**config.mk**
```make
export PLATFORM = sky130hd
export DESIGN_NAME = rv32_instr_encoder_flat
export DESIGN_NICKNAME = d
export VERILOG_FILES = /design/src/rtl/rv32_instr_encoder_if.sv /design/src/rtl/rv32_instr_encoder.sv /design/src/flat_wrapper.sv
export SDC_FILE = /design/constraint.sdc
export NUM_CORES = 1
export LEC_CHECK = 0
export ABC_CLOCK_PERIOD_IN_PS = 2300
export BUFFER_PORTS_ARGS = -buffer_cell sky130_fd_sc_hd__buf_2
export CAP_MARGIN = 5
export CORE_ASPECT_RATIO = 0.5
export CORE_MARGIN = 2
export CORE_UTILIZATION = 35
export CTS_CLUSTER_DIAMETER = 120
export DETAILED_ROUTE_END_ITERATION = 6
export SETUP_SLACK_MARGIN = 0.5
export SYNTH_ARGS = -nofsm -noshare
export SYNTH_HDL_FRONTEND = slang
export SYNTH_SLANG_ARGS = --single-unit
```
**constraint.sdc**
```tcl
create_clock -name clk -period 2.3 [get_ports clk]
set_clock_uncertainty 0.05 [all_clocks]
set_input_delay 0.575 -clock clk [delete_from_list [all_inputs] [get_ports clk]]
set_output_delay 0.575 -clock clk [all_outputs]
set_load 0.05 [all_outputs]
```
**src/rtl/rv32_instr_encoder_if.sv**
```systemverilog
// ---------------------------------------------------------------------------
// rv32_instr_encoder_if
// Bundles the request and response handshakes of rv32_instr_encoder.
//   in_valid/in_ready  : request handshake (producer -> encoder)
//   in_kind, in_alusel : operation kind and R-type ALU select code
//   in_rd/rs1/rs2      : register indices
//   in_imm             : 13-bit signed immediate / byte offset
//   out_valid/out_ready: response handshake (encoder -> consumer)
//   out_instr          : 32-bit instruction word at the FIFO head
//   out_illegal        : head entry was illegal and replaced by a NOP
//   count              : occupied FIFO entries
// master = producer/consumer side, slave = encoder side.
// ---------------------------------------------------------------------------
interface rv32_instr_encoder_if #(
    parameter int DEPTH = 4
);
    localparam int CNT_W = $clog2(DEPTH + 1);

    logic               in_valid;
    logic               in_ready;
    logic [1:0]         in_kind;
    logic [3:0]         in_alusel;
    logic [4:0]         in_rd;
    logic [4:0]         in_rs1;
    logic [4:0]         in_rs2;
    logic signed [12:0] in_imm;
    logic               out_valid;
    logic               out_ready;
    logic [31:0]        out_instr;
    logic               out_illegal;
    logic [CNT_W-1:0]   count;

    modport master (
        output in_valid, in_kind, in_alusel, in_rd, in_rs1, in_rs2, in_imm, out_ready,
        input  in_ready, out_valid, out_instr, out_illegal, count
    );

    modport slave (
        input  in_valid, in_kind, in_alusel, in_rd, in_rs1, in_rs2, in_imm, out_ready,
        output in_ready, out_valid, out_instr, out_illegal, count
    );
endinterface

```
**src/rtl/rv32_instr_encoder.sv**
```systemverilog
// ---------------------------------------------------------------------------
// rv32_instr_encoder
// Encodes decoded operation fields (R-type ALU, LW, SW, BEQ) into RV32I
// instruction words and queues them in a DEPTH-entry FIFO.
// Ports:
//   clk  : rising-edge clock
//   rst  : asynchronous active-high reset (clears FIFO control state)
//   bus  : rv32_instr_encoder_if.slave (request fields in, words out)
// Illegal requests are stored as addi x0,x0,0 with the illegal flag set.
// out_instr/out_illegal read 0 while the FIFO is empty.
// ---------------------------------------------------------------------------
module rv32_instr_encoder #(
    parameter int DEPTH = 4
) (
    input  logic                 clk,
    input  logic                 rst,
    rv32_instr_encoder_if.slave  bus
);
    localparam int PTR_W = $clog2(DEPTH);
    localparam int CNT_W = $clog2(DEPTH + 1);

    localparam logic [6:0]  OP_R     = 7'b0110011;
    localparam logic [6:0]  OP_LOAD  = 7'b0000011;
    localparam logic [6:0]  OP_STORE = 7'b0100011;
    localparam logic [6:0]  OP_BR    = 7'b1100011;
    localparam logic [31:0] NOP      = 32'h0000_0013;

    // Returns {illegal, word}; illegal requests collapse to the NOP.
    function automatic logic [32:0] encode(
        input logic [1:0]         kind,
        input logic [3:0]         alusel,
        input logic [4:0]         rd,
        input logic [4:0]         rs1,
        input logic [4:0]         rs2,
        input logic signed [12:0] imm
    );
        logic [2:0]  f3;
        logic [6:0]  f7;
        logic        bad;
        logic [31:0] w;
        f3  = 3'b000;
        f7  = 7'b0000000;
        bad = 1'b0;
        w   = '0;
        case (kind)
            2'b00: begin
                case (alusel)
                    4'b0000: f3 = 3'b000;
                    4'b0001: begin f3 = 3'b000; f7 = 7'b0100000; end
                    4'b0100: f3 = 3'b110;
                    4'b0101: f3 = 3'b111;
                    4'b0111: f3 = 3'b100;
                    4'b1000: f3 = 3'b001;
                    4'b1001: f3 = 3'b101;
                    4'b1010: begin f3 = 3'b101; f7 = 7'b0100000; end
                    4'b1101: f3 = 3'b010;
                    4'b1111: f3 = 3'b011;
                    default: bad = 1'b1;
                endcase
                w = {f7, rs2, rs1, f3, rd, OP_R};
            end
            2'b01: begin
                // 12-bit signed range: bits 12 and 11 must agree
                bad = imm[12] ^ imm[11];
                w   = {imm[11:0], rs1, 3'b010, rd, OP_LOAD};
            end
            2'b10: begin
                bad = imm[12] ^ imm[11];
                w   = {imm[11:5], rs2, rs1, 3'b010, imm[4:0], OP_STORE};
            end
            default: begin
                // branch offsets are halfword aligned
                bad = imm[0];
                w   = {imm[12], imm[10:5], rs2, rs1, 3'b000, imm[4:1], imm[11], OP_BR};
            end
        endcase
        return bad ? {1'b1, NOP} : {1'b0, w};
    endfunction

    logic [32:0]      mem [DEPTH];
    logic [PTR_W-1:0] wr_ptr;
    logic [PTR_W-1:0] rd_ptr;
    logic [CNT_W-1:0] count;
    logic             full;
    logic             empty;
    logic             push;
    logic             pop;
    logic [32:0]      enc_p0;

    // ---- stage p0: combinational encode of the request fields ----
    assign enc_p0 = encode(bus.in_kind, bus.in_alusel, bus.in_rd, bus.in_rs1, bus.in_rs2, bus.in_imm);

    assign full  = (count == CNT_W'(DEPTH));
    assign empty = (count == '0);
    // in_ready depends only on count, so a full FIFO never accepts, even on a pop cycle
    assign push  = bus.in_valid && !full && !rst;
    assign pop   = bus.out_ready && !empty;

    // ---- stage p1: FIFO storage and head presentation ----
    always_ff @(posedge clk) begin
        if (push) begin
            mem[wr_ptr] <= enc_p0;
        end
    end

    always_ff @(posedge clk or posedge rst) begin
        if (rst) begin
            wr_ptr <= '0;
            rd_ptr <= '0;
            count  <= '0;
        end else begin
            if (push) begin
                wr_ptr <= wr_ptr + PTR_W'(1);
            end
            if (pop) begin
                rd_ptr <= rd_ptr + PTR_W'(1);
            end
            case ({push, pop})
                2'b10:   count <= count + CNT_W'(1);
                2'b01:   count <= count - CNT_W'(1);
                default: count <= count;
            endcase
        end
    end

    assign bus.in_ready    = !full;
    assign bus.out_valid   = !empty;
    assign bus.out_instr   = empty ? 32'h0 : mem[rd_ptr][31:0];
    assign bus.out_illegal = empty ? 1'b0 : mem[rd_ptr][32];
    assign bus.count       = count;
endmodule

```
**src/flat_wrapper.sv**
```systemverilog
// flat-port wrapper written by rule: the top's interface ports become plain ports
module rv32_instr_encoder_flat 
#(
    parameter int DEPTH = 4
)
  (clk, rst, bus_in_valid, bus_in_kind, bus_in_alusel, bus_in_rd, bus_in_rs1, bus_in_rs2, bus_in_imm, bus_out_ready, bus_in_ready, bus_out_valid, bus_out_instr, bus_out_illegal, bus_count);
  rv32_instr_encoder_if #(.DEPTH(DEPTH)) bus_i ();
  input  logic clk;
  input  logic rst;
  input wire logic [$bits(bus_i.in_valid)-1:0] bus_in_valid;
  input wire logic [$bits(bus_i.in_kind)-1:0] bus_in_kind;
  input wire logic [$bits(bus_i.in_alusel)-1:0] bus_in_alusel;
  input wire logic [$bits(bus_i.in_rd)-1:0] bus_in_rd;
  input wire logic [$bits(bus_i.in_rs1)-1:0] bus_in_rs1;
  input wire logic [$bits(bus_i.in_rs2)-1:0] bus_in_rs2;
  input wire logic [$bits(bus_i.in_imm)-1:0] bus_in_imm;
  input wire logic [$bits(bus_i.out_ready)-1:0] bus_out_ready;
  output wire logic [$bits(bus_i.in_ready)-1:0] bus_in_ready;
  output wire logic [$bits(bus_i.out_valid)-1:0] bus_out_valid;
  output wire logic [$bits(bus_i.out_instr)-1:0] bus_out_instr;
  output wire logic [$bits(bus_i.out_illegal)-1:0] bus_out_illegal;
  output wire logic [$bits(bus_i.count)-1:0] bus_count;
  assign bus_i.in_valid = bus_in_valid;
  assign bus_i.in_kind = bus_in_kind;
  assign bus_i.in_alusel = bus_in_alusel;
  assign bus_i.in_rd = bus_in_rd;
  assign bus_i.in_rs1 = bus_in_rs1;
  assign bus_i.in_rs2 = bus_in_rs2;
  assign bus_i.in_imm = bus_in_imm;
  assign bus_i.out_ready = bus_out_ready;
  assign bus_in_ready = bus_i.in_ready;
  assign bus_out_valid = bus_i.out_valid;
  assign bus_out_instr = bus_i.out_instr;
  assign bus_out_illegal = bus_i.out_illegal;
  assign bus_count = bus_i.count;
  rv32_instr_encoder #(.DEPTH(DEPTH)) u_core (.clk(clk), .rst(rst), .bus(bus_i));
endmodule
```
-- After elaboration in Yosys (flattened, before gate mapping)
Memories as Yosys holds them, arrays and structs flattened.
Cells that the tools add are included.
- flip-flop bits (word level): 7
- memory bits (writable): 132
- output and inout port bits: 38
- word-level logic and storage cells: 48
- memories: 1
- memory list (memory ; words ; width ; rd ports ; clocked after Yosys merged registers in ; wr ports ; RTL line ; source):
    u_core.mem ; 4 ; 33 ; 1 ; 0 ; 1 ; rv32_instr_encoder.sv:80 ; logic [32:0] mem [DEPTH];
- add/sub/neg operators: 4
- equality and inequality tests: 14
- multiplexer cells: 11
- bitwise gates (word level): 1
- reduce and logical (&&, ||, !) cells: 14
- operator list (operator ; number):
    32-bit one-hot mux with 3 select lines ; 1
    33-bit two-way mux ; 1
    32-bit two-way mux ; 1
    3-bit one-hot mux with 7 select lines ; 1
    4-bit equality test, second input constant ; 5
    4-bit by 3-bit equality test with 1-bit output, second input constant ; 3
    10-bit OR reduction ; 1
    6-bit two-way mux ; 1
    3-bit one-hot mux with 2 select lines ; 1
    2-bit OR reduction ; 3
    2-bit by 1-bit adder with 2-bit output, second input constant ; 2
    2-bit by 1-bit equality test with 1-bit output, second input constant ; 2
    2-bit equality test, second input constant ; 2
    4-bit by 1-bit equality test with 1-bit output, second input constant ; 1
    4-bit logical NOT ; 1
    1-bit two-way mux ; 4
    3-bit by 1-bit adder with 3-bit output, second input constant ; 1
    3-bit equality test, second input constant ; 1
    1-bit logical AND ; 3
    1-bit logical NOT ; 3
    3-bit logical NOT ; 1
    3-bit by 1-bit subtractor with 3-bit output, second input constant ; 1
    2-bit logical NOT ; 1
    1-bit one-hot mux with 2 select lines ; 1
    2 further kinds ; 2

-- Depth between registers and ports, before layout
Gate-level depths: netlist of run 1.
- depth after elaboration: 6
- mapped depth: 11
- mapped depth without buffers: 10

-- Worst setup path before layout of run 1
Ideal clock, no wire load.
- path kind: register to register
- start point: register u_core.count[2], in the netlist u_core.bus.count[2]
- end point: register u_core.count[2], in the netlist u_core.bus.count[2]
- library setup time: 0.082 ns
- arrival: 2.684 ns
- path slack: -0.516 ns
- stages on the path, launching flop included: 11
- buffers on the path: 1
- cell sequence: dfrtp_1 nand3_1 and3_1 buf_2 inv_1 ha_1 inv_1 fa_1 xor2_1 nor2_1 xor2_1
- cells in the longest elaborated chain, start to end: 6
- ends and longest elaborated chain (item ; RTL line ; source):
    from (decl) ; rv32_instr_encoder.sv:83 ; logic [CNT_W-1:0] count;
    from (signal assigned) ; rv32_instr_encoder.sv:119 ; 2'b10: count <= count + CNT_W'(1);
    from (signal assigned) ; rv32_instr_encoder.sv:120 ; 2'b01: count <= count - CNT_W'(1);
    from (signal assigned) ; rv32_instr_encoder.sv:121 ; default: count <= count;
    3-bit equality test * ; rv32_instr_encoder.sv:93 ; assign full = (count == CNT_W'(DEPTH));
    1-bit logical NOT * ; -- ;
    named net bus_in_ready ; flat_wrapper.sv:18 ; output wire logic [$bits(bus_i.in_ready)-1:0] bus_in_ready;
    1-bit logical AND * (2 in series) ; rv32_instr_encoder.sv:96 ; assign push = bus.in_valid && !full && !rst;
    2-bit by 1-bit equality test with 1-bit output or 2-bit equality test (tied branches) ; rv32_instr_encoder.sv:118 ; case ({push, pop})
    3-bit one-hot mux with 2 select lines or 2-bit nonzero test (tied branches) ; -- ;
The timed path passes the listed nets; every way through them passes the cells marked *.
A chain may end at the register's enable or synchronous reset.

-- Worst setup path after layout of run 1
- start point: register u_core.rd_ptr[0]
- end point: output port bus_out_instr[20]
- cells in the longest elaborated chain, start to end: 2
- ends and longest elaborated chain (item ; RTL line ; source):
    from (decl) ; rv32_instr_encoder.sv:82 ; logic [PTR_W-1:0] rd_ptr;
    from (signal assigned) ; rv32_instr_encoder.sv:116 ; rd_ptr <= rd_ptr + PTR_W'(1);
    memory read 4 x 33 bit ; -- ;
    32-bit two-way mux ; rv32_instr_encoder.sv:128 ; assign bus.out_instr = empty ? 32'h0 : mem[rd_ptr][31:0];
    to (decl) ; flat_wrapper.sv:20 ; output wire logic [$bits(bus_i.out_instr)-1:0] bus_out_instr;
Every way passes these cells.

==> results of run 1 <==
cell usage in the layout, fill, tap and decap left out, drive strengths merged, types with 2 or more instances in the layout:
cell type	instances
a21boi	5
a21oi	19
a22oi	10
and2	35
buf	105
bufinv	3
clkbuf	19
clkinv	8
clkinvlp	3
conb	2
dfrtp	7
edfxtp	116
ha	10
inv	12
mux2i	2
mux4	29
nand2	10
nand2b	6
nor2	6
nor2b	2
nor3	2
o21ai	6
o22ai	2
or3	3
xnor2	4
xor2	4
how the worst max path moves through the flow:
stage                          endpoint  slack [ns]  cells after the start
global route          bus_out_instr[20]       -0.32                      5
CTS                   bus_out_instr[20]       -0.27                      5
detailed placement    u_core.mem[0][12]       -0.02                      7
global placement      u_core.mem[1][12]        0.02                      7
floorplan           u_core.bus.count[2]        0.06                     11
finish                bus_out_instr[20]       -0.27                      5
synth_stat cells, drive strengths merged, types with 6 or more instances:
| cell type | number | share of area |
|---|---|---|
| a21oi | 19 | 0.018 |
| a22oi | 10 | 0.014 |
| and2 | 35 | 0.040 |
| buf | 15 | 0.021 |
| clkbuf | 7 | 0.0048 |
| dfrtp | 7 | 0.032 |
| edfxtp | 116 | 0.64 |
| ha | 10 | 0.023 |
| inv | 12 | 0.0082 |
| mux4 | 29 | 0.13 |
| nand2 | 10 | 0.0069 |
| nand2b | 6 | 0.0069 |
| nor2 | 6 | 0.0041 |
| o21ai | 6 | 0.0076 |
state kept, by name (all words and copies together) (netlist names):
signal	count
u_core.bus.count	3
u_core.mem	116
u_core.rd_ptr	2
u_core.wr_ptr	2
layout make-up:
cell class              instances  area (um2)  area share
clock buffers                  18       429.2     0.05749
inverters                      12       77.57     0.01039
multi-input cells             167        1827      0.2447
well taps                     204       255.2     0.03419
flip-flops and latches        123        3664      0.4908
repair buffers                106        1059      0.1418
clock inverters                14       153.9     0.02062
stage by stage:
step                      setup TNS [ns]  hold slack [ns]  power [mW]  cell area [um2]
after floorplan                        0           0.3366       6.372             5744
after global placement                 0           0.4458       7.254             6421
after detailed placement        -0.08719           0.4519       7.283             6421
after CTS                         -6.385          0.09933       10.90             7382
after global routing              -8.044           0.1348       11.34             7465
final                             -6.166           0.1105       10.91             7465
metal layers:
metal,vias up,global-route usage,share of wire
met5,-,0,0.00060
met1,1601,0.1874,0.44
met3,14,0.03500,0.050
met4,2,0.05444,0.015
met2,87,0.2332,0.50
li1,1447,-,-
cell families after synthesis:
logic type,synth area share
AO/OA/AOI/OAI,0.05450
XOR/XNOR,0.01282
adder cells (fa/ha/maj),0.02656
buffers and inverters,0.03435
flip-flops,0.6696
multiplexers,0.1314
other,0.0006863
AND/OR/NAND/NOR,0.07007
power by group through the flow:
stage          Combinational, mW  Clock [mW]  Sequential, mW
2_1_floorplan               3.35           0            3.02
3_3_place_gp                4.30           0            2.95
3_5_place_dp                4.32           0            2.96
4_1_cts                     5.35        2.64            2.91
5_1_grt                     5.67        2.74            2.94
6_report                    5.40        2.60            2.92
what timing repair did:
action | in CTS | in global routing
pin swaps | 5 | 4
cloned | 2 | 1
gates resized for setup | 95 | 14
hold buffers | 0 | 0
setup buffers | 10 | 2
endpoints found under the setup margin | 41 | 63
critical path, delay by kind of cell (launching register included):
kind	cells	cell delay, ns
mux	1	0.55
flops	1	0.41
buf+inv	3	0.40
simple gates	1	0.18
==> metrics, run 1 <==
status finished with violations; failing checks setup timing; PD cells 1462 nW/um2; Max Fclk 0.3898 GHz; FF-to-FF End u_core.bus.count[2]; syn avg cell area 16.92 um2; WS Path Type reg2out; final wirelength 11.65 mm; largest net degree at the start of global routing 30; die width 180.7 um; Crit Reg-Reg Startpoint u_core.bus.count[0]; placed instance count 597; share of cells above drive strength 1 0.5409; Setup crit start u_core.rd_ptr[0]; P_int 6.990 mW; first-pass GRT wire length 17.80 mm; synth warn 0; Sink Count 123; final core utilization 0.4868; crit path time final 2.565 ns; Skew-Pair Late Insertion Delay 0.39 ns; Synth Flop Type edfxtp_1; RSZ-0062 raised after global routing yes; GRT overflow 0; highest cell delay on the worst timing path 0.55 ns; Core Rows 32; Hold Vio Cnt, Final 0; die area 16690 um2; Core Footprint 15330 um2; Startpoint Class flip-flop; Static Leak 2.737 nW; Final Cycle Share 1.115; first-pass iteration count of the detailed router 4; io pins 76; Post-Layout Cell Count 644; drt via density 4.893; combinational power share 0.495; Layout area overhead 36.62%; CTS H-tree depth 4; Clock Power Share 0.238; worst r2r path cells 8; CP Max Fanout 7; die height 92.35 um; diode count 0; CTS tree done; sequential share of power 0.267; Place WS -0.02184 ns; HPWL after detailed placement 7.163 mm; clk slew on worst S/H paths 0.05 ns; sw frac 0.3593; vias in the first global route 3276; initial core utilization 0.3563; DRC viols 0; Mapped Area 5464 um2; VDD IR max 0.5771 mV; Overall Global Routing Usage 0.1432; Post-synth EDFFs 116; critical path endpoint category output pin; sw power 3.920 mW; clk buf depth 2; CTS root buf clkbuf_16; WP data required 1.67 ns; Setup WS post-layout -0.2653 ns; max-cap violations 0; flop-to-flop setup slack 0.35 ns; Post-synth ARST share 0.05691; final net count 476; Max Slew Vio Count 0; Starting DRT DRC Count 276; Detail Route Antenna Nets 0; filler instances 1285; initial antenna violation count 1; Mapped Cells 323; PortBufs 73; Critical-path top delay cell mux4_2; via count 3151; wire per inst 18.09 um; gpl congestion 0.7502; Distinct cells, synth 40; Seq/Total Area, Yosys 0.6696; worst path arrival time 1.94 ns; FF+latch count, synth 123; Setup-failing EPs final 29; total clock buffers created by CTS 17; Slew @ Worst Pin 0.5123 ns; Min-Delay Path Class in2async; worst-path cell chain buf_12 -> buf_16 -> mux4_2 -> and2_4 -> buf_6; relative max-transition margin 0.6578
No activity file was read; power rests on OpenSTA's default activity.
==> run 2, diff against run 1 <==
ABC_CLOCK_PERIOD_IN_PS = 2240   (was 2300)
CORE_UTILIZATION = 48   (was 35)
PLACE_DENSITY = 0.71   (was not set)
clock period = 2.24 ns   (was 2.3 ns; I/O delays follow)
==> metrics, run 2 (synthesized netlist as in run 1, its figures left out) <==
Place WS -0.002212 ns; Max Fclk 0.3855 GHz; total clock buffers created by CTS 17; setup TNS -9.461 ns; HPWL after detailed placement 7.370 mm; Final Cycle Share 1.158; FF-to-FF End u_core.bus.count[2]; die height 79.45 um; die area 12300 um2; share of cells above drive strength 1 0.5795; Layout area overhead 46.26%; Setup-failing EPs final 31; initial antenna violation count 0; die width 154.9 um; DRC viols 0; status finished with violations; final net count 495; clk buf depth 2; Core Footprint 11050 um2; RSZ-0062 raised after global routing yes; first-pass iteration count of the detailed router 4; Max Slew Vio Count 0; max-cap violations 0; PD cells 1525 nW/um2; io pins 76; PortBufs 73; Total Power 12.19 mW; WHS 0.07306 ns; Setup WS post-layout -0.3541 ns; Core Rows 27; Multi-input gate area 1983 um2; worst path arrival time 1.98 ns; clk slew on worst S/H paths 0.06 ns; final core utilization 0.7234; first-pass GRT wire length 19.09 mm; GRT overflow 0; initial core utilization 0.4946; critical path endpoint category output pin; crit path time final 2.594 ns; CP Max Fanout 6; drt via density 5.690; hold_buf cts 0; VDD IR max 0.7065 mV; diode count 0; flop-to-flop setup slack 0.12 ns; Startpoint Class flip-flop; wire per inst 22.06 um; Skew-Pair Late Insertion Delay 0.41 ns; worst r2r path cells 12; placed instance count 538; filler instances 631; Crit Reg-Reg Startpoint u_core.bus.count[0]; vias in the first global route 3487; gpl congestion 0.7796; Min-Delay Path Class in2async; final wirelength 13.32 mm; largest net degree at the start of global routing 30; max reg flops 116; Detail Route Antenna Nets 0; WS Path Type reg2out; Starting DRT DRC Count 273; Largest Register u_core.mem; Sink Count 123; most frequent cells in the layout 116 x edfxtp_1, 36 x buf_2, 34 x and2_4; failing checks setup timing; WP data required 1.63 ns; Design Area, Final 7991 um2; Post-Layout Cell Count 604; via count 3437; Static Leak 2.968 nW; dpl cell area 6509 um2; CTS root buf clkbuf_16; Hold Vio Cnt, Final 0; most common library cell in the layout ignoring fill and taps edfxtp_1; Overall Global Routing Usage 0.2143; CTS tree done; top flop regs u_core.mem: 116 flops, u_core.bus.count: 3 flops; register area 3664 um2; CTS H-tree depth 4
[run 2: worst max path at each step]
stage / start / to / slack [ns] / cells past startpoint
2_1_floorplan: u_core.bus.count[0] / u_core.bus.count[2] / -0.004 / 11
3_5_place_dp: bus_in_kind[1] / u_core.mem[3][18] / -0.002 / 6
3_3_place_gp: u_core.rd_ptr[0] / bus_out_instr[23] / 0.02 / 4
4_1_cts: u_core.rd_ptr[0] / bus_out_instr[25] / -0.34 / 5
5_1_grt: u_core.rd_ptr[0] / bus_out_instr[24] / -0.41 / 5
6_report: u_core.rd_ptr[0] / bus_out_instr[13] / -0.35 / 5
[run 2: final cells by class]
type                    instances  share of cell area
inverters                      12            0.009707
repair buffers                124              0.1852
clock inverters                15             0.02255
well taps                     145             0.02270
flip-flops and latches        123              0.4584
multi-input cells             168              0.2482
clock buffers                  17             0.05323
[run 2: power breakdown]
| group | internal (mW) | switching (mW) | leakage, nW | total [mW] |
|---|---|---|---|---|
| combinational | 3.14 | 3.24 | 1.54 | 6.38 |
| sequential | 2.87 | 0.129 | 1.15 | 3.00 |
| clock | 1.83 | 0.976 | 0.286 | 2.81 |
[run 2: what timing repair did]
item	4_1_cts	5_1_grt
buffers inserted	11	13
setup endpoints to repair	60	165
cloned	5	5
pin swaps	15	30
resized for setup	121	33
[run 2: critical path: stages, from the launching register on]
cell	delay, ns
dfrtp_2	0.46
buf_12	0.14
buf_16	0.13
mux4_2	0.52
and2_4	0.17
buf_6	0.15
[run 2: per-layer routing]
metal | track usage | up-vias | wire, um
met2 | 0.3489 | 130 | 6532
met5 | 0 | - | 0
met4 | 0.06481 | 0 | 189
met3 | 0.07220 | 21 | 827
met1 | 0.2776 | 1792 | 5775
li1 | - | 1494 | -
